`src/rtl/mul_pkg.sv`:
```
// Shared types for the iterative multiplier: opcode and FSM state encodings.
package mul_pkg;

    localparam int MUL_OP_W = 2;

    typedef enum logic [MUL_OP_W-1:0] {
        MUL   = 2'd0,
        MLA   = 2'd1,
        UMULL = 2'd2,
        SMULL = 2'd3
    } mul_op_t;

    typedef enum logic [1:0] {
        IDLE = 2'd0,
        RUN  = 2'd1,
        FIX  = 2'd2,
        DONE = 2'd3
    } mul_state_t;

    // Long ops return a full 2*WIDTH product; the others return one word.
    function automatic logic is_long(mul_op_t op);
        return (op == UMULL) || (op == SMULL);
    endfunction

endpackage

```
`src/rtl/mul_if.sv`:
```
// Request/response bundle between a requester and mul_unit.
interface mul_if #(
    parameter int WIDTH = 32
) ();
    import mul_pkg::*;

    logic             start;
    mul_op_t          op;
    logic [WIDTH-1:0] a;
    logic [WIDTH-1:0] b;
    logic [WIDTH-1:0] acc;
    logic             flush;
    logic             busy;
    logic             done;
    logic [WIDTH-1:0] result_lo;
    logic [WIDTH-1:0] result_hi;
    logic [1:0]       flags;

    modport master (
        output start, op, a, b, acc, flush,
        input  busy, done, result_lo, result_hi, flags
    );

    modport slave (
        input  start, op, a, b, acc, flush,
        output busy, done, result_lo, result_hi, flags
    );

endinterface

```
`src/rtl/mul_step.sv`:
```
// One radix-2^BPC step: add the partial products selected by the low BPC
// multiplier bits to the running 2*WIDTH product.
module mul_step #(
    parameter int WIDTH = 32,
    parameter int BPC   = 2
) (
    input  logic [2*WIDTH-1:0] prod_in,
    input  logic [2*WIDTH-1:0] mcand,
    input  logic [BPC-1:0]     mbits,
    output logic [2*WIDTH-1:0] prod_out
);

    logic [BPC-1:0][2*WIDTH-1:0] pp;

    for (genvar i = 0; i < BPC; i++) begin : g_pp
        assign pp[i] = mbits[i] ? (mcand << i) : '0;
    end

    // Sum the selected partial products onto the incoming product
    always_comb begin
        prod_out = prod_in;
        for (int i = 0; i < BPC; i++) begin
            prod_out = prod_out + pp[i];
        end
    end

endmodule

```
`src/rtl/mul_unit.sv`:
```
// Iterative shift-add multiplier: IDLE -> RUN (BPC bits/cycle) -> FIX -> DONE.
// The bus interface must be instantiated with the same WIDTH as this module.
module mul_unit
    import mul_pkg::*;
#(
    parameter int WIDTH      = 32,
    parameter int BPC        = 2,
    parameter int EARLY_TERM = 1
) (
    input  logic clk,
    input  logic reset,
    mul_if.slave bus
);

    localparam int ITERS = WIDTH / BPC;
    localparam int CNT_W = $clog2(ITERS + 1);

    mul_state_t       state;
    mul_op_t          op_q;
    logic [WIDTH-1:0] acc_q;
    logic             sign_q;
    logic [2*WIDTH-1:0] mcand_q;
    logic [WIDTH-1:0] mplier_q;
    logic [2*WIDTH-1:0] prod_q;
    logic [CNT_W-1:0] cnt_q;
    logic [WIDTH-1:0] res_lo;
    logic [WIDTH-1:0] res_hi;
    logic [1:0]       flags_q;

    logic             accept;
    logic             last_iter;
    logic [WIDTH-1:0] mag_a;
    logic [WIDTH-1:0] mag_b;
    logic [WIDTH-1:0] mplier_nxt;
    logic [2*WIDTH-1:0] step_out;
    logic [2*WIDTH-1:0] prod_s;
    logic [WIDTH-1:0] lo_fix;
    logic [WIDTH-1:0] hi_fix;
    logic [1:0]       flags_fix;

    // A new request is taken only when nothing is in flight and no abort is pending
    assign accept = bus.start && !bus.flush && (state == IDLE || state == DONE);

    // SMULL works on magnitudes; the sign is reapplied in FIX
    always_comb begin
        mag_a = bus.a;
        mag_b = bus.b;
        if (bus.op == SMULL) begin
            if (bus.a[WIDTH-1]) mag_a = -bus.a;
            if (bus.b[WIDTH-1]) mag_b = -bus.b;
        end
    end

    mul_step #(.WIDTH(WIDTH), .BPC(BPC)) u_step (
        .prod_in  (prod_q),
        .mcand    (mcand_q),
        .mbits    (mplier_q[BPC-1:0]),
        .prod_out (step_out)
    );

    assign mplier_nxt = mplier_q >> BPC;

    // Stop once the remaining multiplier is empty (early term) or all bits are retired
    always_comb begin
        last_iter = (cnt_q == CNT_W'(ITERS - 1));
        if (EARLY_TERM != 0 && mplier_nxt == '0) last_iter = 1'b1;
    end

    // Final fix-up: sign restore, MLA addend, word selection and flags
    always_comb begin
        prod_s = sign_q ? -prod_q : prod_q;
        lo_fix = prod_s[WIDTH-1:0];
        hi_fix = '0;
        if (op_q == MLA) lo_fix = prod_q[WIDTH-1:0] + acc_q;
        if (is_long(op_q)) hi_fix = prod_s[2*WIDTH-1:WIDTH];
        if (is_long(op_q)) flags_fix = {hi_fix[WIDTH-1], ({hi_fix, lo_fix} == '0)};
        else               flags_fix = {lo_fix[WIDTH-1], (lo_fix == '0)};
    end

    // Control FSM; flush overrides everything, including a same-cycle start
    always_ff @(posedge clk or negedge reset) begin
        if (!reset) begin
            state <= IDLE;
        end else if (bus.flush) begin
            state <= IDLE;
        end else begin
            case (state)
                IDLE:    if (accept) state <= RUN;
                RUN:     if (last_iter) state <= FIX;
                FIX:     state <= DONE;
                DONE:    state <= accept ? RUN : IDLE;
                default: state <= IDLE;
            endcase
        end
    end

    // Operand capture on accept, then one shift-add step per RUN cycle
    always_ff @(posedge clk or negedge reset) begin
        if (!reset) begin
            op_q     <= MUL;
            acc_q    <= '0;
            sign_q   <= 1'b0;
            mcand_q  <= '0;
            mplier_q <= '0;
            prod_q   <= '0;
            cnt_q    <= '0;
        end else if (accept) begin
            op_q     <= bus.op;
            acc_q    <= bus.acc;
            sign_q   <= (bus.op == SMULL) && (bus.a[WIDTH-1] ^ bus.b[WIDTH-1]);
            mcand_q  <= {{WIDTH{1'b0}}, mag_a};
            mplier_q <= mag_b;
            prod_q   <= '0;
            cnt_q    <= '0;
        end else if (state == RUN) begin
            prod_q   <= step_out;
            mcand_q  <= mcand_q << BPC;
            mplier_q <= mplier_nxt;
            cnt_q    <= cnt_q + CNT_W'(1);
        end
    end

    // Results change only on the edge entering DONE; an aborted op leaves them intact
    always_ff @(posedge clk or negedge reset) begin
        if (!reset) begin
            res_lo  <= '0;
            res_hi  <= '0;
            flags_q <= '0;
        end else if (state == FIX && !bus.flush) begin
            res_lo  <= lo_fix;
            res_hi  <= hi_fix;
            flags_q <= flags_fix;
        end
    end

    assign bus.busy      = (state == RUN) || (state == FIX);
    assign bus.done      = (state == DONE);
    assign bus.result_lo = res_lo;
    assign bus.result_hi = res_hi;
    assign bus.flags     = flags_q;

endmodule

```
`src/flat_wrapper.sv`:
```
// flat-port wrapper written by rule: the top's interface ports become plain ports
module mul_unit_flat import mul_pkg::*;
#(
    parameter int WIDTH      = 32,
    parameter int BPC        = 2,
    parameter int EARLY_TERM = 1
)
  (clk, reset, bus_start, bus_op, bus_a, bus_b, bus_acc, bus_flush, bus_busy, bus_done, bus_result_lo, bus_result_hi, bus_flags);
  mul_if #(.WIDTH(WIDTH)) bus_i ();
  input  logic clk;
  input  logic reset;
  input wire logic [$bits(bus_i.start)-1:0] bus_start;
  input wire logic [$bits(bus_i.op)-1:0] bus_op;
  input wire logic [$bits(bus_i.a)-1:0] bus_a;
  input wire logic [$bits(bus_i.b)-1:0] bus_b;
  input wire logic [$bits(bus_i.acc)-1:0] bus_acc;
  input wire logic [$bits(bus_i.flush)-1:0] bus_flush;
  output wire logic [$bits(bus_i.busy)-1:0] bus_busy;
  output wire logic [$bits(bus_i.done)-1:0] bus_done;
  output wire logic [$bits(bus_i.result_lo)-1:0] bus_result_lo;
  output wire logic [$bits(bus_i.result_hi)-1:0] bus_result_hi;
  output wire logic [$bits(bus_i.flags)-1:0] bus_flags;
  assign bus_i.start = bus_start;
  assign bus_i.op = bus_op;
  assign bus_i.a = bus_a;
  assign bus_i.b = bus_b;
  assign bus_i.acc = bus_acc;
  assign bus_i.flush = bus_flush;
  assign bus_busy = bus_i.busy;
  assign bus_done = bus_i.done;
  assign bus_result_lo = bus_i.result_lo;
  assign bus_result_hi = bus_i.result_hi;
  assign bus_flags = bus_i.flags;
  mul_unit #(.WIDTH(WIDTH), .BPC(BPC), .EARLY_TERM(EARLY_TERM)) u_core (.clk(clk), .reset(reset), .bus(bus_i));
endmodule
```
`config.mk`:
```
export PLATFORM = sky130hd
export DESIGN_NAME = mul_unit_flat
export DESIGN_NICKNAME = d
export VERILOG_FILES = /design/src/rtl/mul_pkg.sv /design/src/rtl/mul_if.sv /design/src/rtl/mul_step.sv /design/src/rtl/mul_unit.sv /design/src/flat_wrapper.sv
export SDC_FILE = /design/constraint.sdc
export NUM_CORES = 1
export LEC_CHECK = 0
export ABC_AREA = 1
export CORE_AREA = 2 2 238 415
export DETAILED_ROUTE_END_ITERATION = 8
export DIE_AREA = 0 0 240 417
export PLACE_DENSITY = 0.39
export RECOVER_POWER = 100
export SLEW_MARGIN = 40
export SYNTH_ARGS = -nofsm -noshare
export SYNTH_HDL_FRONTEND = slang
export SYNTH_SLANG_ARGS = --single-unit
```
`constraint.sdc`:
```
create_clock -name clk -period 3.2 [get_ports clk]
set_clock_uncertainty 0.2 [all_clocks]
set_input_delay 0.48 -clock clk [delete_from_list [all_inputs] [get_ports clk]]
set_output_delay 0.48 -clock clk [all_outputs]
set_load 0.05 [all_outputs]
```
==> results of run 1 <==
power by group through the flow:
stage / combinational [mW] / sequential (mW) / clock, mW
3_3_place_gp: 19.6 / 5.53 / 0
6_report: 23.2 / 5.51 / 3.97
5_1_grt: 25.5 / 5.69 / 4.23
3_5_place_dp: 19.6 / 5.54 / 0
2_1_floorplan: 9.92 / 6.52 / 0
4_1_cts: 21.8 / 5.51 / 4.14
path summary, 6_finish.rpt:
path / startpoint / end / depth (start not counted) / slack [ns]
max: u_core.mplier_q[0] / u_core.prod_q[52] / 20 / -0.33
min: bus_acc[0] / u_core.acc_q[0] / 3 / 0.25
max in group asynchronous: reset / u_core.mcand_q[59] / 3 / 0.32
min reg2reg: u_core.bus.result_lo[23] / u_core.bus.result_lo[23] / 2 / 0.28
max reg2reg: u_core.mplier_q[0] / u_core.prod_q[52] / 20 / -0.33
min in group asynchronous: reset / u_core.mcand_q[3] / 2 / 0.76
state kept, by name (all words and copies together), names as in the netlist:
register and count:
u_core.sign_q 1, u_core.mplier_q 32, u_core.op_q 2, u_core.acc_q 32, u_core.bus.result_lo 32, u_core.bus.flags 2
u_core.cnt_q 5, u_core.bus.result_hi 32, u_core.state 2, u_core.mcand_q 64, u_core.prod_q 64
routing by layer:
layer  wire length, um  up-vias  share of wire [%]
li1                  -    13600                  -
met1             42600    12400                 39
met2             58700      446                 53
met3              2740      190                2.5
met4              5990        0                5.4
met5                 0        -                  0
worst max-delay path: cells and delay by family, from the launching register on:
| family | cells | cell delay (ns) |
|---|---|---|
| AND/OR/NAND/NOR | 6 | 0.62 |
| buffers and inverters | 9 | 0.83 |
| flip-flops | 1 | 0.39 |
| AO/OA/AOI/OAI | 3 | 0.59 |
| adder cells (fa/ha/maj) | 2 | 0.77 |
logic make-up (layout without fill, tap and decap cells):
family | after synthesis | in the layout | share of synthesized area [%]
and+or+nand+nor | 1929 | 1929 | 34.1
DFF | 268 | 268 | 27.9
AOI/OAI and AO/OA | 621 | 621 | 15.0
buffers and inverters | 735 | 1538 | 11.6
adders and majority gates | 167 | 167 | 10.7
xor gates and xnor gates | 17 | 17 | 0.620
cells in the final DEF, fill, tap and decap left out, drive strengths merged, types with 2 or more instances in the layout:
master         count
nor4              15
o21bai            11
o21a               8
o211ai            21
o31ai              3
o22ai             71
inv              631
nand3b            11
a211oi             2
clkinvlp           4
clkbuf            58
nor3              53
buf              662
nand2           1080
clkdlybuf4s50    168
fa                64
nand4             42
or2               21
a21oi            176
and2               8
o221ai            40
a31oi             22
xor2              10
clkinv            12
bufinv             2
xnor2              7
nand3            289
ha               103
o21ai            234
dfrtp            268
a21o              17
a21boi            10
nor2             409
cell type report:
class	count	area (sq um)
clock buffers	45	943
repair buffers	844	7340
fillers	10500	60100
clock inverters	15	159
flip-flops and latches	268	6710
inverters	634	2400
well taps	1300	1630
multi-input cells	2734	17500
stage by stage:
stage	hold WS (ns)	setup slack [ns]	util (%)
after floorplan	-0.0156	-0.00959	-
after global placement	0.267	-0.870	32.7
after detailed placement	0.270	-0.903	32.7
after CTS	0.209	-0.339	36.4
after global routing	0.242	-0.433	37.9
final	0.249	-0.335	37.9
cells in the mapped netlist (7+ instances only):
cell type	instances	area (sq um)
a31oi_1	22	138
o21bai_1	11	82.6
or2_0	7	43.8
dfrtp_1	268	6710
nand3_1	277	1390
inv_1	623	2340
o21a_1	8	60.1
clkbuf_1	68	255
xnor2_1	7	61.3
ha_1	103	1290
o21ai_1	7	35.0
buf_1	15	56.3
o221ai_1	40	350
a21oi_1	176	881
nor3_1	46	230
nor4_1	15	93.8
and2_1	8	50.1
nand3_2	12	120
nand2_1	1057	3970
or2_2	12	75.1
buf_2	16	80.1
nor2_2	9	56.3
fa_1	64	1280
nor2_1	394	1480
xor2_1	10	87.6
o22ai_1	71	444
o211ai_1	21	158
nand3b_1	11	82.6
a21boi_0	9	67.6
o21ai_0	223	1120
a21o_1	17	128
nand4_1	40	250
nand2_2	20	125
timing repair:
action                                  4_1_cts  5_1_grt
pin swaps                                    61      143
setup buffers                                36       41
endpoints found under the setup margin       48       54
cloned                                        9        5
endpoints found under the hold margin        57        0
hold buffers                                  1        0
gates resized for setup                     481      371
==> results.md, run 1 <==
- Outcome: finished, violations left
- Violated checks: capacitance limit, slew limit, setup timing
- Worst-Skew Late Latency: 0.57 ns
- Fin cells: 5840
- Number of port buffers: 169
- Most used DFF post-synth: dfrtp_1
- CORE AREA: 96700 sq um
- Worst-path fanout max: 5
- Most Crowded Layer GR: met2
- Met3 Use GR: 1.79%
- Post-route setup slack: -0.335 ns
- Detail Placement HPWL: 88.9 mm
- Post-synth EDFFs: 0
- Initial DRC Count: 1239
- Largest net degree at the start of global routing: 78
- Routed wire length: 110 mm
- Part of the Yosys area used for sequential elements: 27.9%
- Max Root-Sink Buffers: 3
- TritonCTS buffer count: 34
- Final TNS setup: -7.80 ns
- First-pass GRT wire length: 166 mm
- Die Span Y: 417 um
- Worst path cell trace: buf_6 -> buf_12 -> buf_16 -> nand2_2 -> fa_1 -> inv_2 -> ha_4 -> buf_6 -> nand2_2 -> nor2_1 -> inv_1 -> nor2_2 -> inv_2 -> buf_6 -> nor2_4 -> inv_1 -> o211ai_1 -> a21oi_1 -> o21ai_1 -> nand2_1
- Overflow after GRT: 0
- Die area: 100000 sq um
- Net Sw Power: 16.6 mW
- Fin. max-slew vios: 67
- DRC violations left: 0
- FMAX: 283 MHz
- Yosys warns: 0
- Layout Nets: 4785
- Final period util: 110%
- Via Count: 26600
- Share of layout cells above drive strength 1: 30.3%
- Die width: 240 um
- Asr flop ratio synth: 100%
- Design area: 36700 sq um
- Int Pwr: 16.1 mW
- Routed Antenna Nets: 0
- Worst EP arrival: 3.79 ns
- Synth-to-Final Area Change: 52.7%
- Slew margin rel.: -24.0%
- # setup viols final: 44
- Slowest CP cell: fa_1
- Critical Path Sink Type: flip-flop
- Crit path kind: reg2reg
- Pin slew with the least headroom to its limit: 1.86 ns
- Synthesized instance count: 3737
- # diodes: 0
- Mean Syn Cell Area: 6.42 sq um
- CTS Sinks: 268
- Rows: 151
- Met2 Track Usage GR: 41.8%
- Crit path top cell by count: buf_6
- VDD IR max: 0.444 mV
- Met1 Use GR: 24.2%
- Placed cell area: 31600 sq um
- Flop pwr share: 16.9%
- Pre-antenna DRT Iters: 7
- Req. time, crit path: 3.45 ns
- Sw Ratio: 50.6%
- Max-cap violation count: 1
- Post-Synthesis Cell Area: 24000 sq um
- Synth unique cells: 57
- Tot GR Track Use: 22.0%
- Power per cell area: 892 nW/um^2
- CTS HTree Levels: 2
- Number of top-level pins: 170
- Register bit total from synthesis: 268
- Tmin final: 3.53 ns
- Routed wire length per instance: 18.8 um
- Initial Util: 24.8%
- Root Buffer: clkbuf_16
- Placer Congestion: 0.910
- Startpoint types: flip-flop
- CTS tree: yes
- Vias in the first global route: 27900
- RSZ-0062 raised after global routing: yes
- Vias per std cell: 4.56
- Min-Delay Path Class: in2reg
- Critical path's largest stage delay: 0.51 ns
- Net Count, Synth: 4006
- Clock slew at reported path FFs: 0.06 ns
- Number of hold violations in the final report: 0
- Initial antenna violation count: 0
- Clock power share: 12.1%
- Combinational share of power: 71.0%
- Power Total: 32.7 mW
- Cells after DPL: 5694
- Leak: 17.5 nW
No activity file was read; power rests on OpenSTA's default activity.
==> run 2: changes to the inputs <==
CORE_AREA = 5 5 241 418   (was 2 2 238 415)
DIE_AREA = 0 0 246 423   (was 0 0 240 417)
PLACE_DENSITY = 0.45   (was 0.39)
==> run 2 against run 1 <==
Compared with the run above: the run still ends with capacitance limit, slew limit, setup timing left; non-clock buffer count fell by 6; register-to-register slack got worse by 0.03 ns; cell count fell by 0.15%; power fell by 2.2%; core utilization rose by 0.062 points; wire length fell by 4.5%; worst setup slack got worse by 0.028 ns; final area rose by 0.16%.
==> results.md, run 2 (synthesized netlist as in run 1, its figures left out) <==
- Critical path's largest stage delay: 0.50 ns
- Power per cell area: 871 nW/um^2
- Die width: 246 um
- Int Pwr: 15.7 mW
- Fin. max-slew vios: 67
- Critical path's top delay family: compound AO/OA/AOI/OAI gates
- Outcome: finished, violations left
- Pre-antenna DRT Iters: 5
- Crit path kind: reg2reg
- Slowest CP cell: fa_1
- CTS Sinks: 268
- Sw Ratio: 51.0%
- Worst-path fanout max: 8
- Layout Nets: 4776
- Net Sw Power: 16.3 mW
- CP Depth: 18
- Worst path cell trace: buf_12 -> buf_6 -> buf_8 -> nand2_1 -> fa_1 -> inv_1 -> ha_4 -> inv_1 -> o21bai_2 -> a21oi_2 -> o21ai_1 -> buf_4 -> a21oi_1 -> buf_4 -> o211ai_1 -> a21oi_1 -> o21ai_2 -> nand2_1
- Vias per std cell: 4.62
- Max Root-Sink Buffers: 3
- Initial antenna violation count: 2
- Min-Delay Path Class: in2reg
- Combinational share of power: 70.8%
- CORE AREA: 96700 sq um
- Die Span Y: 423 um
- Hold path cells: 3
- Critical Path Sink Type: flip-flop
- Worst EP arrival: 3.86 ns
- Crit path buffers/inverters: 7
- Violated checks: capacitance limit, slew limit, setup timing
- Post-route setup slack: -0.363 ns
- TritonCTS buffer count: 31
- Number of hold violations in the final report: 0
- Via Count: 27000
- Routed wire length per instance: 18.0 um
- CTS tree: yes
- # setup viols final: 46
- Initial Util: 24.8%
- Flop pwr share: 17.2%
- Share of layout cells above drive strength 1: 31.6%
- Vias in the first global route: 27800
- Pin slew with the least headroom to its limit: 1.89 ns
- Initial DRC Count: 1179
- Crit path from: u_core.mplier_q[0]
- Routed Antenna Nets: 0
- RSZ-0062 raised after global routing: yes
- Tot GR Track Use: 19.6%
- FF-to-FF path depth: 18
- Most frequent cells in the layout: nand2_1 (907), buf_4 (558), inv_1 (533), nor2_1 (276), dfrtp_1 (265)
- Clock power share: 12.1%
- First-pass GRT wire length: 159 mm
- Routed wire length: 105 mm
- Max-cap violation count: 1
- Root Buffer: clkbuf_16
- Tmin final: 3.56 ns
- Synth-to-Final Area Change: 52.9%
- CTS HTree Levels: 1
- Regs by FF count: u_core.mcand_q x64, u_core.prod_q x64
- Leak: 17.6 nW
- Die area: 104000 sq um
- Worst-Skew Late Latency: 0.62 ns
- Req. time, crit path: 3.50 ns
- Rows: 151
- Startpoint types: flip-flop
- Clock slew at reported path FFs: 0.07 ns
- Final period util: 111%
- Placer Congestion: 0.941
- VDD IR max: 0.395 mV
- Slew margin rel.: -25.9%
- FF-to-FF Start: u_core.mplier_q[0]
- Fill cell count: 10400
- Min-delay src: bus_acc[7]
- DRC violations left: 0
- Design area: 36700 sq um
- Most common cell after layout, fill and taps aside: nand2_1
- Placed cell area: 31400 sq um
- Number of top-level pins: 170
- Number of port buffers: 169
- Final TNS setup: -7.71 ns
- Overflow after GRT: 0
- FMAX: 281 MHz
- Detail Placement HPWL: 85.4 mm
- Largest net degree at the start of global routing: 67
==> run 2: changes by cell type in the layout (fill, tap and decap cells not counted), moves of 8 or more <==
cell,previous run,this run
inv_1,548,533
inv_2,75,90
o21ai_0,147,137
nand2_1,928,907
a21oi_1,105,92
a21oi_2,56,68
clkbuf_16,39,31
clkdlybuf4s50_1,168,101
buf_6,47,68
nand2_2,116,134
nor2_4,51,60
buf_4,585,558
dlygate4sd3_1,1,68
==> run 2: worst register-to-register path, delay by kind of cell (launching register included) <==
family,cells,cell delay [ns]
flip-flops,1,0.39
buffers and inverters,7,0.79
AND/OR/NAND/NOR,2,0.14
adder cells (fa/ha/maj),2,0.78
AO/OA/AOI/OAI,7,1.15
==> run 2: per-layer routing <==
metal / part of all wire, % / up-vias / track usage [%] / wire, um
met5: 0.010 / - / 0 / 11
met4: 5.6 / 2 / 8.23 / 5870
met3: 2.8 / 196 / 1.50 / 2930
met2: 53 / 496 / 37.7 / 55400
met1: 39 / 12700 / 21.9 / 40800
li1: - / 13600 / - / -
==> run 2: through the flow <==
step	hold slack (ns)	std cells	utilization, %	total power [mW]	worst slack (ns)
2_1_floorplan	-0.0156	3737	-	16.4	-0.00959
3_3_place_gp	0.267	5667	32.5	24.7	-0.796
3_5_place_dp	0.273	5667	32.5	24.8	-0.736
4_1_cts	0.131	5797	36.6	30.9	-0.334
5_1_grt	0.175	5831	38.0	34.5	-0.475
6_report	0.184	5831	38.0	32.0	-0.363
==> run 2: final timing paths <==
| check | end | slack (ns) |
|---|---|---|
| setup reg to reg | u_core.prod_q[52] | -0.36 |
| hold / removal | u_core.acc_q[7] | 0.18 |
| setup / recovery | u_core.prod_q[52] | -0.36 |
| min in group asynchronous | u_core.mplier_q[0] | 0.70 |
| hold reg to reg | u_core.bus.result_hi[14] | 0.27 |
| max in group asynchronous | u_core.mcand_q[59] | 0.44 |
==> run 2: power groups by stage <==
stage | logic [mW] | clock network (mW) | registers (mW)
2_1_floorplan | 9.92 | 0 | 6.52
3_3_place_gp | 19.2 | 0 | 5.52
3_5_place_dp | 19.3 | 0 | 5.53
4_1_cts | 21.4 | 4.01 | 5.49
5_1_grt | 24.8 | 4.11 | 5.65
6_report | 22.6 | 3.86 | 5.49
==> run 2: area by class of cell <==
class                   instances  area, sq um  area share (%)
diodes                          1         2.50         0.00682
clock buffers                  43          881            2.40
clock inverters                13          194           0.528
inverters                     634         2400            6.54
multi-input cells            2734        17800            48.4
flip-flops and latches        268         6710            18.3
well taps                    1300         1630            4.43
repair buffers                838         7140            19.4
==> run 2: repair_timing <==
action                     in CTS  in global routing
gates cloned                    4                  0
setup endpoints to repair      50                 52
hold buffers                    1                  0
hold endpoints to repair       58                  0
gates resized for setup       557                409
pin swaps                     132                171
buffers inserted               75                 43
